`src/rtl/sprite_line_buffer_if.sv`:
```
// Sprite line buffer bus: load strobes and pattern data from the fetch
// sequencer in, prioritised sprite pixel out to the pixel mixer.
// Handshake: there is no valid/ready flow control. Every strobe
// (next_pixel, line_clear, pattern0_ld, pattern1_ld) is a single-cycle
// qualifier that the buffer always accepts on the rising clock edge. The
// outputs are always valid and are a combinational view of registered state.
interface sprite_line_buffer_if #(
  parameter int X_WIDTH = 8,
  parameter int SLOT_W  = 3
);
  logic               bground_read;
  logic               next_pixel;
  logic               line_clear;
  logic [SLOT_W-1:0]  load_slot;
  logic               pattern0_ld;
  logic               pattern1_ld;
  logic               valid_sprite;
  logic [3:0]         sprite_attr_in;
  logic [X_WIDTH-1:0] sprite_x_in;
  logic [7:0]         pattern_in;
  logic [3:0]         sprite_pixel;
  logic               sprite_priority;
  logic [SLOT_W-1:0]  sprite_slot;
  logic               sprite0_opaque;

  modport master (
    output bground_read, next_pixel, line_clear, load_slot, pattern0_ld,
           pattern1_ld, valid_sprite, sprite_attr_in, sprite_x_in, pattern_in,
    input  sprite_pixel, sprite_priority, sprite_slot, sprite0_opaque
  );

  modport slave (
    input  bground_read, next_pixel, line_clear, load_slot, pattern0_ld,
           pattern1_ld, valid_sprite, sprite_attr_in, sprite_x_in, pattern_in,
    output sprite_pixel, sprite_priority, sprite_slot, sprite0_opaque
  );
endinterface

```
`src/rtl/sprite_line_buffer.sv`:
```
// Multi-slot sprite line buffer. Each slot holds one sprite for the next
// scanline: an X down-counter delays the sprite, then two pattern shifters
// emit eight pixels MSB first. A fixed-priority mux (slot 0 highest) picks
// the front-most opaque pixel every dot.
module sprite_line_buffer #(
  parameter int NUM_SLOTS = 8,
  parameter int X_WIDTH   = 8,
  parameter int SLOT_W    = 3
) (
  input  logic              clk,
  input  logic              rst,
  sprite_line_buffer_if.slave bus
);

  // Per-slot state
  logic [NUM_SLOTS-1:0] r_valid;
  logic [NUM_SLOTS-1:0] r_armed;
  logic [3:0]           r_attr     [NUM_SLOTS];
  logic [X_WIDTH-1:0]   r_xcnt     [NUM_SLOTS];
  logic [7:0]           r_lsb_sh   [NUM_SLOTS];
  logic [7:0]           r_msb_sh   [NUM_SLOTS];
  logic [7:0]           r_lsb_hold [NUM_SLOTS];
  logic [3:0]           r_shcnt    [NUM_SLOTS];

  logic                 w_adv;
  logic [NUM_SLOTS-1:0] w_active;
  logic [NUM_SLOTS-1:0] w_opaque;
  logic [3:0]           w_pixel;
  logic                 w_priority;
  logic [SLOT_W-1:0]    w_slot;

  // Horizontal flip is resolved once at load time so the shifters only
  // ever shift left.
  function automatic logic [7:0] bit_rev(input logic [7:0] v);
    logic [7:0] r;
    for (int i = 0; i < 8; i++) r[i] = v[7-i];
    return r;
  endfunction

  assign w_adv = bus.next_pixel & bus.bground_read;

  // Slot is showing pixels: armed, real sprite, X reached, not exhausted.
  always_comb begin
    w_active = '0;
    w_opaque = '0;
    for (int s = 0; s < NUM_SLOTS; s++) begin
      w_active[s] = r_armed[s] & r_valid[s] & (r_xcnt[s] == '0) & (r_shcnt[s] < 4'd8);
      w_opaque[s] = w_active[s] & (r_msb_sh[s][7] | r_lsb_sh[s][7]);
    end
  end

  // Slot state: clear beats loads, pattern0 beats pattern1, loads beat advance.
  always_ff @(posedge clk or posedge rst) begin
    if (rst) begin
      r_valid <= '0;
      r_armed <= '0;
      for (int s = 0; s < NUM_SLOTS; s++) begin
        r_attr[s]     <= '0;
        r_xcnt[s]     <= '0;
        r_lsb_sh[s]   <= '0;
        r_msb_sh[s]   <= '0;
        r_lsb_hold[s] <= '0;
        r_shcnt[s]    <= '0;
      end
    end else begin
      for (int s = 0; s < NUM_SLOTS; s++) begin
        if (bus.line_clear) begin
          r_valid[s] <= 1'b0;
          r_armed[s] <= 1'b0;
        end else if (bus.pattern0_ld && (bus.load_slot == SLOT_W'(s))) begin
          r_valid[s]    <= bus.valid_sprite;
          r_attr[s]     <= bus.sprite_attr_in;
          r_xcnt[s]     <= bus.sprite_x_in;
          r_armed[s]    <= 1'b0;
          r_lsb_hold[s] <= bus.sprite_attr_in[3] ? bit_rev(bus.pattern_in) : bus.pattern_in;
        end else if (bus.pattern1_ld && (bus.load_slot == SLOT_W'(s))) begin
          r_lsb_sh[s] <= r_lsb_hold[s];
          r_msb_sh[s] <= r_attr[s][3] ? bit_rev(bus.pattern_in) : bus.pattern_in;
          r_shcnt[s]  <= 4'd0;
          r_armed[s]  <= 1'b1;
        end else if (w_adv && r_armed[s]) begin
          if (r_xcnt[s] != '0) begin
            r_xcnt[s] <= r_xcnt[s] - 1'b1;
          end else if (r_shcnt[s] < 4'd8) begin
            r_lsb_sh[s] <= {r_lsb_sh[s][6:0], 1'b0};
            r_msb_sh[s] <= {r_msb_sh[s][6:0], 1'b0};
            r_shcnt[s]  <= r_shcnt[s] + 4'd1;
          end
        end
      end
    end
  end

  // Priority mux: scan from lowest priority up so the lowest opaque index wins.
  always_comb begin
    w_pixel    = 4'b0000;
    w_priority = 1'b0;
    w_slot     = '0;
    for (int s = NUM_SLOTS - 1; s >= 0; s--) begin
      if (w_opaque[s]) begin
        w_pixel    = {r_attr[s][1:0], r_msb_sh[s][7], r_lsb_sh[s][7]};
        w_priority = r_attr[s][2];
        w_slot     = SLOT_W'(s);
      end
    end
  end

  assign bus.sprite_pixel    = w_pixel;
  assign bus.sprite_priority = w_priority;
  assign bus.sprite_slot     = w_slot;
  assign bus.sprite0_opaque  = w_opaque[0];

endmodule

```
`src/flat_wrapper.sv`:
```
// flat-port wrapper written by rule: the top's interface ports become plain ports
module sprite_line_buffer_flat 
#(
  parameter int NUM_SLOTS = 8,
  parameter int X_WIDTH   = 8,
  parameter int SLOT_W    = 3
)
  (clk, rst, bus_bground_read, bus_next_pixel, bus_line_clear, bus_load_slot, bus_pattern0_ld, bus_pattern1_ld, bus_valid_sprite, bus_sprite_attr_in, bus_sprite_x_in, bus_pattern_in, bus_sprite_pixel, bus_sprite_priority, bus_sprite_slot, bus_sprite0_opaque);
  sprite_line_buffer_if #(.X_WIDTH(X_WIDTH), .SLOT_W(SLOT_W)) bus_i ();
  input  logic clk;
  input  logic rst;
  input wire logic [$bits(bus_i.bground_read)-1:0] bus_bground_read;
  input wire logic [$bits(bus_i.next_pixel)-1:0] bus_next_pixel;
  input wire logic [$bits(bus_i.line_clear)-1:0] bus_line_clear;
  input wire logic [$bits(bus_i.load_slot)-1:0] bus_load_slot;
  input wire logic [$bits(bus_i.pattern0_ld)-1:0] bus_pattern0_ld;
  input wire logic [$bits(bus_i.pattern1_ld)-1:0] bus_pattern1_ld;
  input wire logic [$bits(bus_i.valid_sprite)-1:0] bus_valid_sprite;
  input wire logic [$bits(bus_i.sprite_attr_in)-1:0] bus_sprite_attr_in;
  input wire logic [$bits(bus_i.sprite_x_in)-1:0] bus_sprite_x_in;
  input wire logic [$bits(bus_i.pattern_in)-1:0] bus_pattern_in;
  output wire logic [$bits(bus_i.sprite_pixel)-1:0] bus_sprite_pixel;
  output wire logic [$bits(bus_i.sprite_priority)-1:0] bus_sprite_priority;
  output wire logic [$bits(bus_i.sprite_slot)-1:0] bus_sprite_slot;
  output wire logic [$bits(bus_i.sprite0_opaque)-1:0] bus_sprite0_opaque;
  assign bus_i.bground_read = bus_bground_read;
  assign bus_i.next_pixel = bus_next_pixel;
  assign bus_i.line_clear = bus_line_clear;
  assign bus_i.load_slot = bus_load_slot;
  assign bus_i.pattern0_ld = bus_pattern0_ld;
  assign bus_i.pattern1_ld = bus_pattern1_ld;
  assign bus_i.valid_sprite = bus_valid_sprite;
  assign bus_i.sprite_attr_in = bus_sprite_attr_in;
  assign bus_i.sprite_x_in = bus_sprite_x_in;
  assign bus_i.pattern_in = bus_pattern_in;
  assign bus_sprite_pixel = bus_i.sprite_pixel;
  assign bus_sprite_priority = bus_i.sprite_priority;
  assign bus_sprite_slot = bus_i.sprite_slot;
  assign bus_sprite0_opaque = bus_i.sprite0_opaque;
  sprite_line_buffer #(.NUM_SLOTS(NUM_SLOTS), .X_WIDTH(X_WIDTH), .SLOT_W(SLOT_W)) u_core (.clk(clk), .rst(rst), .bus(bus_i));
endmodule
```
`config.mk`:
```
export PLATFORM = sky130hd
export DESIGN_NAME = sprite_line_buffer_flat
export DESIGN_NICKNAME = d
export VERILOG_FILES = /design/src/rtl/sprite_line_buffer_if.sv /design/src/rtl/sprite_line_buffer.sv /design/src/flat_wrapper.sv
export SDC_FILE = /design/constraint.sdc
export NUM_CORES = 1
export LEC_CHECK = 0
export ABC_CLOCK_PERIOD_IN_PS = 16000
export CAP_MARGIN = 20
export CORE_MARGIN = 3
export CORE_UTILIZATION = 55
export DETAILED_ROUTE_END_ITERATION = 10
export DONT_BUFFER_PORTS = 1
export GPL_TIMING_DRIVEN = 0
export PLACE_DENSITY_LB_ADDON = 0.1
export SYNTH_ARGS = -nofsm -noshare
export SYNTH_HDL_FRONTEND = slang
export SYNTH_SLANG_ARGS = --single-unit
```
`constraint.sdc`:
```
create_clock -name clk -period 16 [get_ports clk]
set_input_delay 1.6 -clock clk [delete_from_list [all_inputs] [get_ports clk]]
set_output_delay 1.6 -clock clk [all_outputs]
set_load 0.01 [all_outputs]
```
## After elaboration in Yosys (flattened, before gate mapping)

Cells that the tools add are included.

- Output and inout bits: 9
- Bits of input ports: 31
- Register bits: 336

- Order comparisons: 8
- Bitwise logic cells: 50
- Equal/unequal tests: 23
- Reduce and logical (&&, ||, !) cells: 113
- Multiplexer cells: 201
- $add $sub $neg: 16

Operator list:

| kind | number |
|---|---|
| 8-bit 2-to-1 mux | 105 |
| 4-bit 2-to-1 mux | 40 |
| 2-bit nonzero test | 40 |
| 8-bit zero test | 8 |
| 8-bit nonzero test | 8 |
| 8-bit by 1-bit subtractor with 8-bit output (second input constant) | 8 |
| 1-bit 2-to-1 mux | 48 |
| 5-bit AND reduction | 8 |
| 1-bit AND | 33 |
| 4-bit by 1-bit adder with 4-bit output (second input constant) | 8 |
| 4-bit less-than comparator (second input constant) | 8 |
| 2-bit by 1-bit inequality test with 1-bit output (second input constant) | 16 |
| 4-bit AND reduction | 8 |
| 1-bit logical AND | 24 |
| 3-bit 2-to-1 mux | 8 |
| 3-bit nonzero test | 8 |
| 2-bit AND reduction | 8 |
| 3-bit equality test (second input constant) | 4 |
| 1-bit NOT | 9 |
| 1-bit bitwise OR | 8 |
| 3-bit by 2-bit equality test with 1-bit output (second input constant) | 2 |
| 3-bit by 1-bit equality test with 1-bit output (second input constant) | 1 |
| 3-bit zero test | 1 |

## Longest topological paths before layout

- Depth after elaboration: 12
- Depth in mapped cells: 10

## Worst setup path after synthesis

Ideal clock, no wire load.

- Kind: register to output
- Start: register u_core.r_xcnt[56] (netlist bit)
- End: output bus_sprite_pixel[3]
- Required time: 14.400 ns
- Path buffers: 0
- Data arrival time: 2.258 ns
- Setup slack: 12.142 ns
- Cell stages (with the launch flop): 9
- Cell sequence: dfrtp_1 inv_1 ha_1 nor3b_1 o211ai_1 nor2_1 or2_2 nor3_1 a221o_1

- Word-level cells in the longest chain between the ends: 5

Ends and longest elaborated chain:

| item | RTL line | RTL |
|---|---|---|
| from (decl) | sprite_line_buffer.sv:19 | `logic [X_WIDTH-1:0] r_xcnt [NUM_SLOTS];` |
| from (signal, indexed assignment) | sprite_line_buffer.sv:73 | `r_xcnt[s] <= bus.sprite_x_in;` |
| from (signal, indexed assignment) | sprite_line_buffer.sv:83 | `r_xcnt[s] <= r_xcnt[s] - 1'b1;` |
| 8-bit zero test | sprite_line_buffer.sv:47 | `w_active[s] = r_armed[s] & r_valid[s] & (r_xcnt[s] == '0) & (r_shcnt[s] < 4'd8);` |
| 1-bit AND (2 in series) | sprite_line_buffer.sv:47 |  |
| 1-bit AND | sprite_line_buffer.sv:48 | `w_opaque[s] = w_active[s] & (r_msb_sh[s][7] \| r_lsb_sh[s][7]);` |
| via bus_sprite0_opaque | flat_wrapper.sv:25 | `output wire logic [$bits(bus_i.sprite0_opaque)-1:0] bus_sprite0_opaque;` |
| 4-bit 2-to-1 mux | sprite_line_buffer.sv:100 | `if (w_opaque[s]) begin` |
| to (decl) | flat_wrapper.sv:22 | `output wire logic [$bits(bus_i.sprite_pixel)-1:0] bus_sprite_pixel;` |

The timed path passes the listed nets, and every way through them passes these cells.

## Worst setup path after layout

- Start: register u_core.r_xcnt[56] (netlist bit)
- End: output bus_sprite_pixel[2]

Same word-level chain as after synthesis.

==> impl_metrics.yaml <==
run_status:
  status: "finished clean"
job:
  max_cap_viol_count: 0
clock_network:
  ctsHoldBuffers: 0
  postCtsResizedCells: 0
  clk_pin_slew_ps: 60
  cts_root_buf: "clkbuf_16"
  cts_made_buffers: 37
  htreeDepth: 2
  cts_tree: "done"
  clk_path_buf_depth: 3
  clock_latency_ps: 540
  clock-sinks: 336
  cts_setup_buffers: 0
die:
  ios: 40
  fp.coreArea_sq_um: 30030
  die_width_microns: 181.6
  rows: 63
  start_util: 0.5649
  die_h_microns: 181.6
  die_area_sq_um: 32990
yosys:
  synthArstFlopShare: 1.000
  ys_warn_count: 0
  synth_nets: 1898
  synthTopCellsByCount: "336 x dfrtp_1, 253 x nor2_1, 229 x nand2_1"
  synth_flop_cell: "dfrtp_1"
  yosysSeqAreaShare: 0.4956
  synthCells: 1846
  synth_top_area_frac: 0.4956
  yosysTopAreaCell: "dfrtp_1"
  synth_edf_count: 0
  synthDistinctLibCells: 79
  syn_area_sq_um: 16970
  yosysMostFrequentCell: "dfrtp_1"
  ys_top_cells_by_area: "dfrtp_1 50%, mux2i_1 5.9%, o21ai_0 5.7%, nor2_1 5.6%, a21oi_1 5.2%"
  ys_seq_elements: 336
  syn_avg_cell_area_sq_um: 9.191
timing:
  finalSetupViolCount: 0
  worst_slew_pin_slew_ps: 1066
  rsz0062_at_grt: "false"
  slew_headroom: 0.2837
  period_needed_ps: 5341
  finalCritPeriodShare: 0.3338
  setup-tns-final_ps: 0
  hold_violations: 0
  hold_ws_ps: 479.5
  setup_slack_ps: 10660
  skew_ps: 13.38
  report.final.slew_viol_count: 0
  fmax_mhz: 187.2
final_layout:
  multi_input_comb_area_sq_um: 7941
  diodes: 0
  finalNonFillerCells: 2314
  final_util: 0.6277
  finish.instance_area_sq_um: 18850
  nFillCells: 2553
  drive_gt1_frac: 0.09927
  area_growth_pct: 11.11
  final_nets: 1948
  regArea_sq_um: 8408
critical_path:
  required_ps: 14400
  critPathMaxFanout: 10
  worst_setup_path_start_kind: "flop"
  criticalPathCategory: "reg -> out"
  worstPathArrival_ps: 3740
  crit_path_end_kind: "output port"
placement:
  port-buffer-count: 0
  place.gp.congestion: 0.9434
  hpwl_microns: 33980
  pre_cts_slack_ps: 11350
  dpl_cell_area_sq_um: 17630
  place_inst: 2246
route:
  initialDrtViolationCount: 1341
  drtAntennaViolNets: 0
  via_per_inst: 6.227
  dr_total_vias: 14410
  first_pass_iters: 5
  drc: 0
  routed_wl_microns: 48540
  routedWlPerCell_microns: 20.98
global_routing:
  overflow: 0
  antenna_found_initial: 0
  track_usage: 0.2918
  grt_pass1_vias: 13740
  grt_first_pass_wirelength_microns: 76900
  grt_max_degree: 129
power_and_ir_drop:
  cellLeakagePower_nw: 8.119
  vdd_ir_drop_max_mv: 0.09085
  power.density_nw_per_um2: 135.6
  p_total_mw: 2.556
min_path:
  hp-class: "reg -> reg"
-- per-layer routing --
layer / GRT usage / part of all wire
met1: 0.4367 / 0.46
met2: 0.4317 / 0.43
met3: 0.05008 / 0.076
met4: 0.1018 / 0.035
met5: 0 / 0
-- area by class of cell --
type                       instances  area share
buffer                           129     0.02854
clock buffer                      52     0.05582
clock inverter                    15    0.008429
inverter                          29    0.006172
multi-input combinational       1352      0.4213
sequential                       336      0.4460
tap                              390     0.02588
timing repair buffer              11    0.007898
-- where the power goes --
group	internal (mW)	switching, mW	total, mW
Combinational	0.231	0.298	0.529
Sequential	1.03	0.140	1.17
Clock	0.495	0.357	0.852
-- state kept, by name (all words and copies together), names as in the netlist --
| register | flops |
|---|---|
| u_core.r_armed | 8 |
| u_core.r_attr | 32 |
| u_core.r_lsb_hold | 64 |
| u_core.r_lsb_sh | 64 |
| u_core.r_msb_sh | 64 |
| u_core.r_shcnt | 32 |
| u_core.r_valid | 8 |
| u_core.r_xcnt | 64 |
-- worst paths after layout --
path / start / to / slack (ps) / cells past startpoint
max: u_core.r_xcnt[56] / bus_sprite_pixel[2] / 10660 / 7
min: u_core.r_msb_sh[13] / u_core.r_msb_sh[13] / 480 / 2
max reg2reg: u_core.r_xcnt[48] / u_core.r_lsb_sh[52] / 12900 / 10
min reg2reg: u_core.r_msb_sh[13] / u_core.r_msb_sh[13] / 480 / 2
max in group asynchronous: rst / u_core.r_msb_sh[54] / 13950 / 2
min in group asynchronous: rst / u_core.r_xcnt[16] / 990 / 1
-- layout by cell type (no fill, tap or decap), drive strengths merged, types with 7 or more instances in the layout --
cell,n
dfrtp,336
o22ai,18
or3,8
ha,21
nor2b,8
inv,30
nand2,229
nor3b,10
a41oi,11
clkinv,9
o211ai,14
a21oi,177
o21ai,196
a22oi,10
a22o,14
buf,54
nand2b,14
nor2,256
nor4,14
a221oi,19
mux2,40
nor3,64
mux2i,100
xor2,8
o221a,7
clkbuf,138
nand3,30
-- critical path: stages (launching register included) --
cell,delay [ps]
dfrtp_1,380
inv_1,90
ha_1,190
nor3b_1,670
o211ai_1,360
nor2_1,740
nor2_1,290
a31oi_1,480
-- logic make-up after synthesis --
family,share of synthesized area
adders and majority gates,0.01549
xor gates and xnor gates,0.004646
AOI/OAI and AO/OA,0.1748
muxes,0.08555
and+or+nand+nor,0.1858
DFF,0.4956
buffers and inverters,0.03813
(Power assumes the default switching activity.)
==> RTL change, RTL diff (config.mk and constraints unchanged) <==
Reset style: synchronous (`rst`), changed in one clocked block.
--- a/src/rtl/sprite_line_buffer.sv
+++ b/src/rtl/sprite_line_buffer.sv
@@ -50,7 +50,7 @@
   end
 
   // Slot state: clear beats loads, pattern0 beats pattern1, loads beat advance.
-  always_ff @(posedge clk or posedge rst) begin
+  always_ff @(posedge clk) begin
     if (rst) begin
       r_valid <= '0;
       r_armed <= '0;
Formal check against the unedited RTL: differs if rst is asserted again (counterexample within 4 cycles, from zero or initial values and one cycle with rst high); with rst held inactive, the same outputs for 4 cycles.
==> RTL change against the unedited design <==
  * Via count decreased by 24%
  * Final area decreased by 5.4%
  * Sequential cell count unchanged
  * Synthesized cell count decreased by 23%
  * Worst setup slack improved by 640 ps
  * Area after synthesis decreased by 4.3%
  * Routed wire length decreased by 21%
  * Critical path type unchanged
Power is not compared: it rests on default switching activity, and its combinational part moved more than twofold at a synthesized area within 25%.
==> RTL change: results (changes against the unedited design) <==
.. list-table::
   :header-rows: 1

   * - Metric
     - Value
   * - Area share of the largest cell type after synthesis
     - 59.2% (+9.6 points)
   * - Number of multi-input logic gates
     - 953 (-30%)
   * - Floorplan core area
     - 28900 um2 (-3.7%)
   * - Synthesized net count
     - 1468 (-23%)
   * - Detail Placement HPWL
     - 27400 um (-19%)
   * - Multi-input logic area
     - 5820 um2 (-27%)
   * - Worst Tran Pin Value
     - 1080 ps (+13.7 ps)
   * - Mean cell area of the mapped netlist
     - 11.5 um2 (+25%)
   * - Critical path peak fanout
     - 5 (-5)
   * - Non-clock buffer share of cell area
     - 2.08% (-1.6 points)
   * - Outcome
     - finished, final reports clean
   * - Hold EP
     - u_core.r_valid[6]
   * - R2R Path Start
     - u_core.r_xcnt[0][50]
   * - Area after detailed placement
     - 16700 um2 (-5.1%)
   * - Worst flop-to-flop path endpoint
     - u_core.r_msb_sh[0][53]
   * - Worst hold slack across all endpoints
     - 450 ps (-29.4 ps)
   * - Detailed-routing wirelength on met1
     - 17400 um (-22%)
   * - Area share of fa/ha/maj cells after synthesis
     - 1.85% (+0.30 points)
   * - Wire length reported by the detailed router
     - 38500 um (-21%)
   * - Parity-gate share of the synthesized area counting xor and xnor cells
     - 3.13% (+2.7 points)
   * - Ys async rst share
     - 0% (-100 points)
   * - Depth of the most critical reg-to-reg path
     - 6 (-4)
   * - Largest cells by area after synthesis
     - sky130_fd_sc_hd__edfxtp_1 (59%), sky130_fd_sc_hd__mux2i_1 (5.3%), sky130_fd_sc_hd__nand2_1 (4.3%)
   * - Iteration-0 DRC Markers
     - 814 (-39%)
   * - Met3 track demand over resource
     - 3.57% (-1.4 points)
   * - Met1 demand-to-capacity share in global routing
     - 34.7% (-9.0 points)
   * - DR vias
     - 11000 (-24%)
   * - Clk_buf instances
     - 53 (+1.9%)
   * - Avg Vias per Cell
     - 5.91 (-5.2%)
==> RTL change: changes by cell type in the layout (fill, tap and decap cells not counted), moves of 27 or more <==
cell	delta
sky130_fd_sc_hd__edfxtp_1	+320
sky130_fd_sc_hd__nor3_1	-27
sky130_fd_sc_hd__xnor2_1	+34
sky130_fd_sc_hd__a21oi_1	-138
sky130_fd_sc_hd__dfrtp_1	-336
sky130_fd_sc_hd__a22o_1	+29
sky130_fd_sc_hd__nand2_1	-45
sky130_fd_sc_hd__nor2_1	-84
sky130_fd_sc_hd__o21ai_0	-89
sky130_fd_sc_hd__mux2_2	-40
==> RTL change: how the worst max path moves through the flow <==
stage	from	endpoint	slack, ps	depth (start not counted)
final	u_core.r_xcnt[0][56]	bus_sprite_slot[0]	11290	8
after global routing	u_core.r_xcnt[0][16]	bus_sprite_pixel[0]	11040	8
after CTS	u_core.r_xcnt[0][56]	bus_sprite_slot[0]	11270	8
after detailed placement	bus_line_clear	u_core.r_msb_sh[0][24]	11280	7
after global placement	rst	u_core.r_msb_sh[0][27]	11420	7
after floorplan	bus_line_clear	u_core.r_lsb_sh[0][10]	12260	7
==> RTL change: critical path, cell delays in order (launching register included) <==
cell,delay [ps]
sky130_fd_sc_hd__edfxtp_1,380
sky130_fd_sc_hd__inv_1,110
sky130_fd_sc_hd__ha_1,170
sky130_fd_sc_hd__or4b_1,510
sky130_fd_sc_hd__nor4_2,590
sky130_fd_sc_hd__nand2_1,110
sky130_fd_sc_hd__a21oi_1,250
sky130_fd_sc_hd__o21ai_0,110
sky130_fd_sc_hd__a21oi_1,350
==> RTL change: power breakdown <==
group / switching, W / internal [W]
Combinational: 0.0000806 / 0.0000373
Sequential: 0.0000211 / 0.00101
Clock: 0.000340 / 0.000453
Total: 0.000442 / 0.00150
